===== src/rtl/debounce_pulse.sv =====
// ----------------------------------------------------------------------------
// debounce_pulse
//
// Purpose:
//   Debounces a raw, asynchronous, active-high push-button and produces:
//     - a single-cycle strobe for every accepted press (drives the d input of a
//       downstream toggle stage),
//     - a registered debounced level,
//     - a registered enable for the toggle stage. The enable is low throughout
//       reset so that stage is held clear.
//
//   Optional feature, selected by the macro LONG_PRESS_EN:
//     When the macro is defined, holding a debounced press for LONG_CYCLES
//     cycles drops en_out for exactly one cycle, which clears the toggle stage.
//     This fires at most once per press. When the macro is undefined, there is
//     no hold counter, and en_out is constantly 1 once reset has been released.
//
// Parameters:
//   DEBOUNCE_CYCLES  consecutive stable synchronized samples needed (2..65535)
//   LONG_CYCLES      hold time before the long-press clear (2..2^20-1)
//
// Ports:
//   clk          in   single clock, rising edge
//   rst_n        in   asynchronous active-low reset
//   btn_in       in   raw bouncing button level
//   pulse        out  one-cycle strobe per accepted press
//   en_out       out  toggle-stage enable (0 clears that stage)
//   stable       out  debounced button level
//   dbg_state_o  out  current FSM state, for observation only
//
// Handshake: none. pulse is a qualifier-free strobe. A consumer samples it on
// any rising clk edge, and it is high for exactly one of those edges.
// ----------------------------------------------------------------------------
module debounce_pulse #(
  parameter int unsigned DEBOUNCE_CYCLES = 16,
  parameter int unsigned LONG_CYCLES     = 1000
) (
  input  logic       clk,
  input  logic       rst_n,
  input  logic       btn_in,
  output logic       pulse,
  output logic       en_out,
  output logic       stable,
  output logic [1:0] dbg_state_o
);

  // Reject illegal parameter values at elaboration time.
  if (DEBOUNCE_CYCLES < 2 || DEBOUNCE_CYCLES > 65535) begin : g_bad_debounce
    $error("debounce_pulse: DEBOUNCE_CYCLES out of range");
  end
  if (LONG_CYCLES < 2 || LONG_CYCLES > 1048575) begin : g_bad_long
    $error("debounce_pulse: LONG_CYCLES out of range");
  end

  localparam int unsigned CW = $clog2(DEBOUNCE_CYCLES + 1);
  localparam logic [CW-1:0] CNT_MAX = CW'(DEBOUNCE_CYCLES);

  typedef enum logic [1:0] {
    IDLE         = 2'd0,
    PRESS_WAIT   = 2'd1,
    PRESSED      = 2'd2,
    RELEASE_WAIT = 2'd3
  } state_t;

  // --------------------------------------------------------------------------
  // Two-flop synchronizer. Only q2 ("sync") is used by the logic below.
  // --------------------------------------------------------------------------
  logic q1_q, q2_q;
  logic sync;

  always_ff @(posedge clk or negedge rst_n) begin
    if (!rst_n) begin
      q1_q <= 1'b0;
      q2_q <= 1'b0;
    end else begin
      q1_q <= btn_in;
      q2_q <= q1_q;
    end
  end

  assign sync = q2_q;

  // --------------------------------------------------------------------------
  // Debounce FSM
  // --------------------------------------------------------------------------
  state_t          state_q, state_d;
  logic [CW-1:0]   cnt_q, cnt_d;
  logic            pulse_q, pulse_d;
  logic            stable_q, stable_d;
  logic            en_q, en_d;

  always_comb begin
    state_d = state_q;
    cnt_d   = cnt_q;
    pulse_d = 1'b0;
    case (state_q)
      IDLE: begin
        if (sync) begin
          state_d = PRESS_WAIT;
          cnt_d   = CW'(1);
        end else begin
          cnt_d   = '0;
        end
      end
      PRESS_WAIT: begin
        if (!sync) begin
          // A bounce aborts the wait, and no output changes.
          state_d = IDLE;
          cnt_d   = '0;
        end else if (cnt_q == CNT_MAX) begin
          state_d = PRESSED;
          cnt_d   = '0;
          pulse_d = 1'b1;
        end else begin
          cnt_d   = cnt_q + CW'(1);
        end
      end
      PRESSED: begin
        if (!sync) begin
          state_d = RELEASE_WAIT;
          cnt_d   = CW'(1);
        end
      end
      RELEASE_WAIT: begin
        if (sync) begin
          // The button is still held, so the press resumes without a new strobe.
          state_d = PRESSED;
          cnt_d   = '0;
        end else if (cnt_q == CNT_MAX) begin
          state_d = IDLE;
          cnt_d   = '0;
        end else begin
          cnt_d   = cnt_q + CW'(1);
        end
      end
      default: begin
        state_d = IDLE;
        cnt_d   = '0;
      end
    endcase
  end

  // The debounced level follows the state that is being entered, so it
  // changes on the same edge as the state.
  assign stable_d = (state_d == PRESSED) || (state_d == RELEASE_WAIT);

`ifdef LONG_PRESS_EN
  // --------------------------------------------------------------------------
  // Long-press clear. The hold counter saturates at LONG_CYCLES and counts
  // while the debounced level is high. The fired flag limits the clear to one
  // per press. Both the counter and the flag clear in IDLE.
  // --------------------------------------------------------------------------
  localparam int unsigned HW = $clog2(LONG_CYCLES + 1);
  localparam logic [HW-1:0] HOLD_MAX = HW'(LONG_CYCLES);

  logic [HW-1:0] hold_q, hold_d;
  logic          fired_q, fired_d;
  logic          long_fire;

  always_comb begin
    hold_d    = hold_q;
    fired_d   = fired_q;
    long_fire = 1'b0;
    if (state_q == IDLE) begin
      hold_d  = '0;
      fired_d = 1'b0;
    end else if (state_q == PRESSED || state_q == RELEASE_WAIT) begin
      if (hold_q != HOLD_MAX) begin
        hold_d = hold_q + HW'(1);
      end
    end
    // The clear fires on the edge where the counter reaches LONG_CYCLES.
    if (hold_d == HOLD_MAX && !fired_q) begin
      long_fire = 1'b1;
      fired_d   = 1'b1;
    end
  end

  always_ff @(posedge clk or negedge rst_n) begin
    if (!rst_n) begin
      hold_q  <= '0;
      fired_q <= 1'b0;
    end else begin
      hold_q  <= hold_d;
      fired_q <= fired_d;
    end
  end

  assign en_d = !long_fire;
`else
  assign en_d = 1'b1;
`endif

  // --------------------------------------------------------------------------
  // State and output registers. en_out resets low and rises on the first
  // edge after reset is released.
  // --------------------------------------------------------------------------
  always_ff @(posedge clk or negedge rst_n) begin
    if (!rst_n) begin
      state_q  <= IDLE;
      cnt_q    <= '0;
      pulse_q  <= 1'b0;
      stable_q <= 1'b0;
      en_q     <= 1'b0;
    end else begin
      state_q  <= state_d;
      cnt_q    <= cnt_d;
      pulse_q  <= pulse_d;
      stable_q <= stable_d;
      en_q     <= en_d;
    end
  end

  assign pulse       = pulse_q;
  assign stable      = stable_q;
  assign en_out      = en_q;
  assign dbg_state_o = state_q;

endmodule


===== config.mk =====
export PLATFORM = sky130hd
export DESIGN_NAME = debounce_pulse
export DESIGN_NICKNAME = d
export VERILOG_FILES = /design/src/rtl/debounce_pulse.sv
export SDC_FILE = /design/constraint.sdc
export NUM_CORES = 1
export LEC_CHECK = 0
export ABC_AREA = 1
export BUFFER_PORTS_ARGS = -buffer_cell sky130_fd_sc_hd__buf_4
export CORE_AREA = 2 2 39 41
export CTS_CLUSTER_DIAMETER = 50
export DETAILED_ROUTE_END_ITERATION = 8
export DIE_AREA = 0 0 41 43
export GPL_TIMING_DRIVEN = 0
export HOLD_SLACK_MARGIN = 0.02
export PLACE_DENSITY = 0.71
export SYNTH_ARGS = -nofsm -noshare
export SYNTH_HDL_FRONTEND = slang
export SYNTH_SLANG_ARGS = --single-unit

===== constraint.sdc =====
create_clock -name clk -period 2.2 [get_ports clk]
set_input_delay 0.11 -clock clk [delete_from_list [all_inputs] [get_ports clk]]
set_output_delay 0.11 -clock clk [all_outputs]
set_load 0.005 [all_outputs]

# After elaboration in Yosys (flattened, before gate mapping)
# Cells that the tools add are included.
dict set report op_classes {
  add_sub_neg 1
  multipliers 0
  n_div 0
  order_cmp 0
  n_eq_ne 7
  n_shift 0
  mux 16
  bitwise 0
  reduce_logical 2
}
# op count
set ops {}
lappend ops {{$mux W5} 4}
lappend ops {{$pmux W5 S4} 1}
lappend ops {{$mux W2} 6}
lappend ops {{$eq A2 B2 Y1 const B} 4}
lappend ops {{$pmux W2 S4} 1}
lappend ops {{$add A5 B1 Y5 const B} 1}
lappend ops {{$eq A5 B5 Y1 const B} 1}
lappend ops {{$mux W1} 4}
lappend ops {{$eq A2 B1 Y1 const B} 1}
lappend ops {{$logic_not A2 Y1} 1}
lappend ops {{$ne A2 B2 Y1 const B} 1}
lappend ops {{$logic_or A1 B1 Y1} 1}
dict set report word_totals {
  register_bits 12
  latchBits 0
  ramBits 0
  romBits 0
  input_bits 3
  output_inout_bits 5
  n_memories 0
}

# Longest topological paths before layout
dict set report depth {
  depth_word 6
  mapped_depth 9
}

# Worst setup path after synthesis
# Ideal clock, no wire load.
dict set report synth_timing {
  path_kind {flip-flop to flip-flop}
  startpoint {register cnt_q[0]}
  endpoint {register cnt_q[1]}
  setup_ns 0.065
  arrival_ns 0.995
  required_time_ns 2.135
  slack_ns 1.140
  stages_incl_launch_ff 10
  n_path_buf 0
  period_less_slack_ns 1.060
  path_cell_list {dfrtp_1 > inv_1 > ha_1 > nand2_1 > inv_1 > nand2_1 > inv_1 > nor2_2 > nand2_1 > nand2_1}
}
dict set report synth_via {
  elab_chain_cells 4
  word_cells_on_any_way 6
}
# item line_no
set synth_lines {}
lappend synth_lines {{start, declared} 87} ;# logic [CW-1:0] cnt_q, cnt_d;
lappend synth_lines {{start signal, assigned} 207} ;# cnt_q <= cnt_d;
lappend synth_lines {{$add A5 B1 Y5 or $eq A5 B5 Y1 (tied branches)} n/a}
lappend synth_lines {{$mux W5 (*)} {110, 129}}
lappend synth_lines {{$mux W5 (on tied branches)} {125, 106}}
lappend synth_lines {{$pmux W5 S4 (*)} 96} ;# case (state_q)
# Mark *: on every way between the ends. The rest lies on a longest branch, timed or not.
# A chain may end at the register's enable or synchronous reset.

# Worst setup path in the final report
# Ends and elaborated chain as after synthesis.

==> results.md <==
* DRT antenna net count at 0
* Flops & latches, synth at 11
* I/O pin total at 8
* DR vias at 429
* Crit share post-route at 0.535
* Placed insts at 89
* Run status: finished clean
* GRT Residual Overflow at 0
* Total chip power at 0.376 mW
* Top FF cell, synth: dfrtp_1
* Post-synthesis cell type count at 15
* Die area at 0.00176 sq mm
* Final core utilization at 0.467
* Simple-gate share of the synthesized area at 0.289
* Initial antenna violation count at 0
* Asr flop ratio synth at 1.00
* Antenna Cells at 0
* R2R depth at 9
* Worst path required time at 2.41 ns
* CP Max Fanout at 5
* Synth Area in XOR/XNOR at 0.0166
* Sequential power share at 0.569
* Final Max Slew Viols at 0
* Dpl hpwl at 622 um
* Unrepaired setup endpoints after global routing: no
* Combinational share of power at 0.065
* P&R area growth vs syn at 22.5%
* Net Sw Frac at 0.228
* Minimum clock period at 1.18 ns
* Fin Setup TNS at 0 ns
* Share of the synthesized area in the top cell type at 0.521
* Largest cells by area after synthesis: dfrtp_1 (52%), nand2_1 (16%), inv_1 (7.8%)
* Peak supply drop at 322 uV
* Fin. Hold Viols at 0
* GPL Wtd Cong at 0.815
* # fillers at 147
* Die X at 41 um
* Crit path DAT at 1.39 ns
* Clk pwr share at 0.366
* First-pass GRT wire length at 1380 um
* WHS at 0.206 ns
* Clk Latency, worst-skew pair at 0.27 ns
* Site Rows at 14
* RR Startpoint: cnt_q[0]
* Average vias per placed instance at 4.52
* P_int at 0.290 mW
* Layout cells sized above 1 at 0.190
* Synth cell count leaders: nand2_1 (23), dfrtp_1 (11), inv_1 (11)
* Largest net degree at the start of global routing at 12
* Startpoint types: register
* Ys Warns at 0
* CP Class: register to register
* FF-to-FF End: cnt_q[1]
* Avg Inst Size Synth at 8.00 sq um
* Multiplexer share of the synthesized area at 0
* Clock sink total at 11
* Clock Skew at 0.00341 ns
* Die H at 43 um
* Setup crit end kind: register
* Maximum clock frequency at 0.850 GHz
* R2R Setup Slk at 1.02 ns
* Largest family of logic cells by synthesized area: simple AND/OR/NAND/NOR gates
* Drt wl/cell at 8.79 um
* Seq/Total Area, Yosys at 0.521
* Worst-path clk slew at 0.07 ns
* Max-Cap Viols at 0
* Leak Pwr at 0.389 nW
* Vias in the first global route at 372
* Post-Route WL at 835 um
* CTS resizes at 0
* Synth Instances at 66
* Post-synth EDFFs at 0
* CTS tree: yes
* Syn Nets at 71
* Detailed Route Iter0 Violations at 12
* Core box area at 0.00138 sq mm
* Power Density at 581 mW/mm^2
* Final non-filler cell total at 95
* Yosys top cell by area: dfrtp_1
* CTS max path bufs at 2
* Worst min-delay path category: input port to asynchronous set/reset pin
* Most numerous cell in the Yosys netlist: nand2_1
* Storage cell area at 275 sq um
* Final setup violating endpoints at 0
* Net switching power at 0.0856 mW
* GR Util All Layers at 0.122
* CTS Buf Count at 3
* Initial Util at 0.382
* Area of the multi-input gates at 200 sq um
* Residual DRC count at 0
* DRT Pass-1 Iters at 4
* Post-synthesis compound-gate area fraction at 0.0190
* H-tree depth at 1
* Nets@finish at 85
* I/O Buffers at 7
* CTS Root Cell: clkbuf_4
* Cell area after synthesis at 528 sq um
* Adder-cell area share of the yosys netlist at 0.0474
-- layout by cell type (no fill, tap or decap) --
master and n:
o21ai_1 1, nand3_2 1, a21oi_1 1, buf_4 8, nor2_1 6, nand3_1 3, dlygate4sd3_1 2, clkbuf_1 1
nor2_2 2, conb_1 1, clkbuf_4 3, nand4_1 1, ha_1 2, inv_2 1, dfrtp_1 11, inv_1 11
nand2_1 23, xor2_1 1
-- layer usage --
layer | up-vias | wire length (um) | track usage
met2 | 6 | 394 | 0.169
met5 | - | 0 | 0
li1 | 219 | - | -
met1 | 202 | 396 | 0.151
met3 | 2 | 31 | 0.0157
met4 | 0 | 13 | 0.120
-- worst max-delay path: stages, from the launching register on --
cell	delay, ns
dfrtp_1	0.40
inv_1	0.06
ha_1	0.19
nand2_1	0.06
inv_1	0.05
nand2_1	0.05
inv_1	0.04
nor2_2	0.15
nand2_1	0.07
nand2_1	0.05
-- flip-flops by register name (all words and copies together) (netlist names) --
signal       count
dbg_state_o      1
q1_q             1
pulse            1
q2_q             1
stable           1
cnt_q            5
en_out           1
-- worst max-delay path by stage --
| stage | start | endpoint | slack (ns) | depth (start not counted) |
|---|---|---|---|---|
| after floorplan | cnt_q[0] | cnt_q[1] | 1.14 | 9 |
| after global placement | cnt_q[0] | cnt_q[1] | 1.04 | 9 |
| after detailed placement | cnt_q[0] | cnt_q[1] | 1.04 | 9 |
| after CTS | cnt_q[0] | cnt_q[1] | 1.02 | 9 |
| after global routing | cnt_q[0] | cnt_q[1] | 0.92 | 9 |
| final | cnt_q[0] | cnt_q[1] | 1.02 | 9 |
-- layout make-up --
class,instances,area share
multi-input combinational,42,0.309
timing repair buffer,9,0.112
inverter,12,0.0696
tap,16,0.0309
buffer,1,0.0116
sequential,11,0.426
clock buffer,4,0.0406
-- cell families after synthesis --
kind of cell | after synthesis
flops | 11
other cells | 1
fa+ha+maj | 2
xor+xnor | 1
compound gates | 2
simple gates | 36
buf+inv | 13
-- power by group through the flow --
stage / registers (mW) / logic (mW) / clock network [mW]
4_1_cts: 0.214 / 0.0247 / 0.145
5_1_grt: 0.215 / 0.0280 / 0.151
3_3_place_gp: 0.218 / 0.0214 / 0
2_1_floorplan: 0.217 / 0.0104 / 0
6_report: 0.214 / 0.0243 / 0.138
3_5_place_dp: 0.218 / 0.0219 / 0
-- through the flow --
step	setup slack, ns	instance area, sq um
after floorplan	1.14	528
after global placement	1.04	601
after detailed placement	1.04	601
after CTS	1.02	647
after global routing	0.922	647
final	1.02	647
-- timing repair --
action / in CTS / in global routing
hold endpoints to repair: 12 / 0
buffers inserted: 0 / 0
hold buffers: 2 / 0
Note: power is estimated with default switching activity, not from simulation.
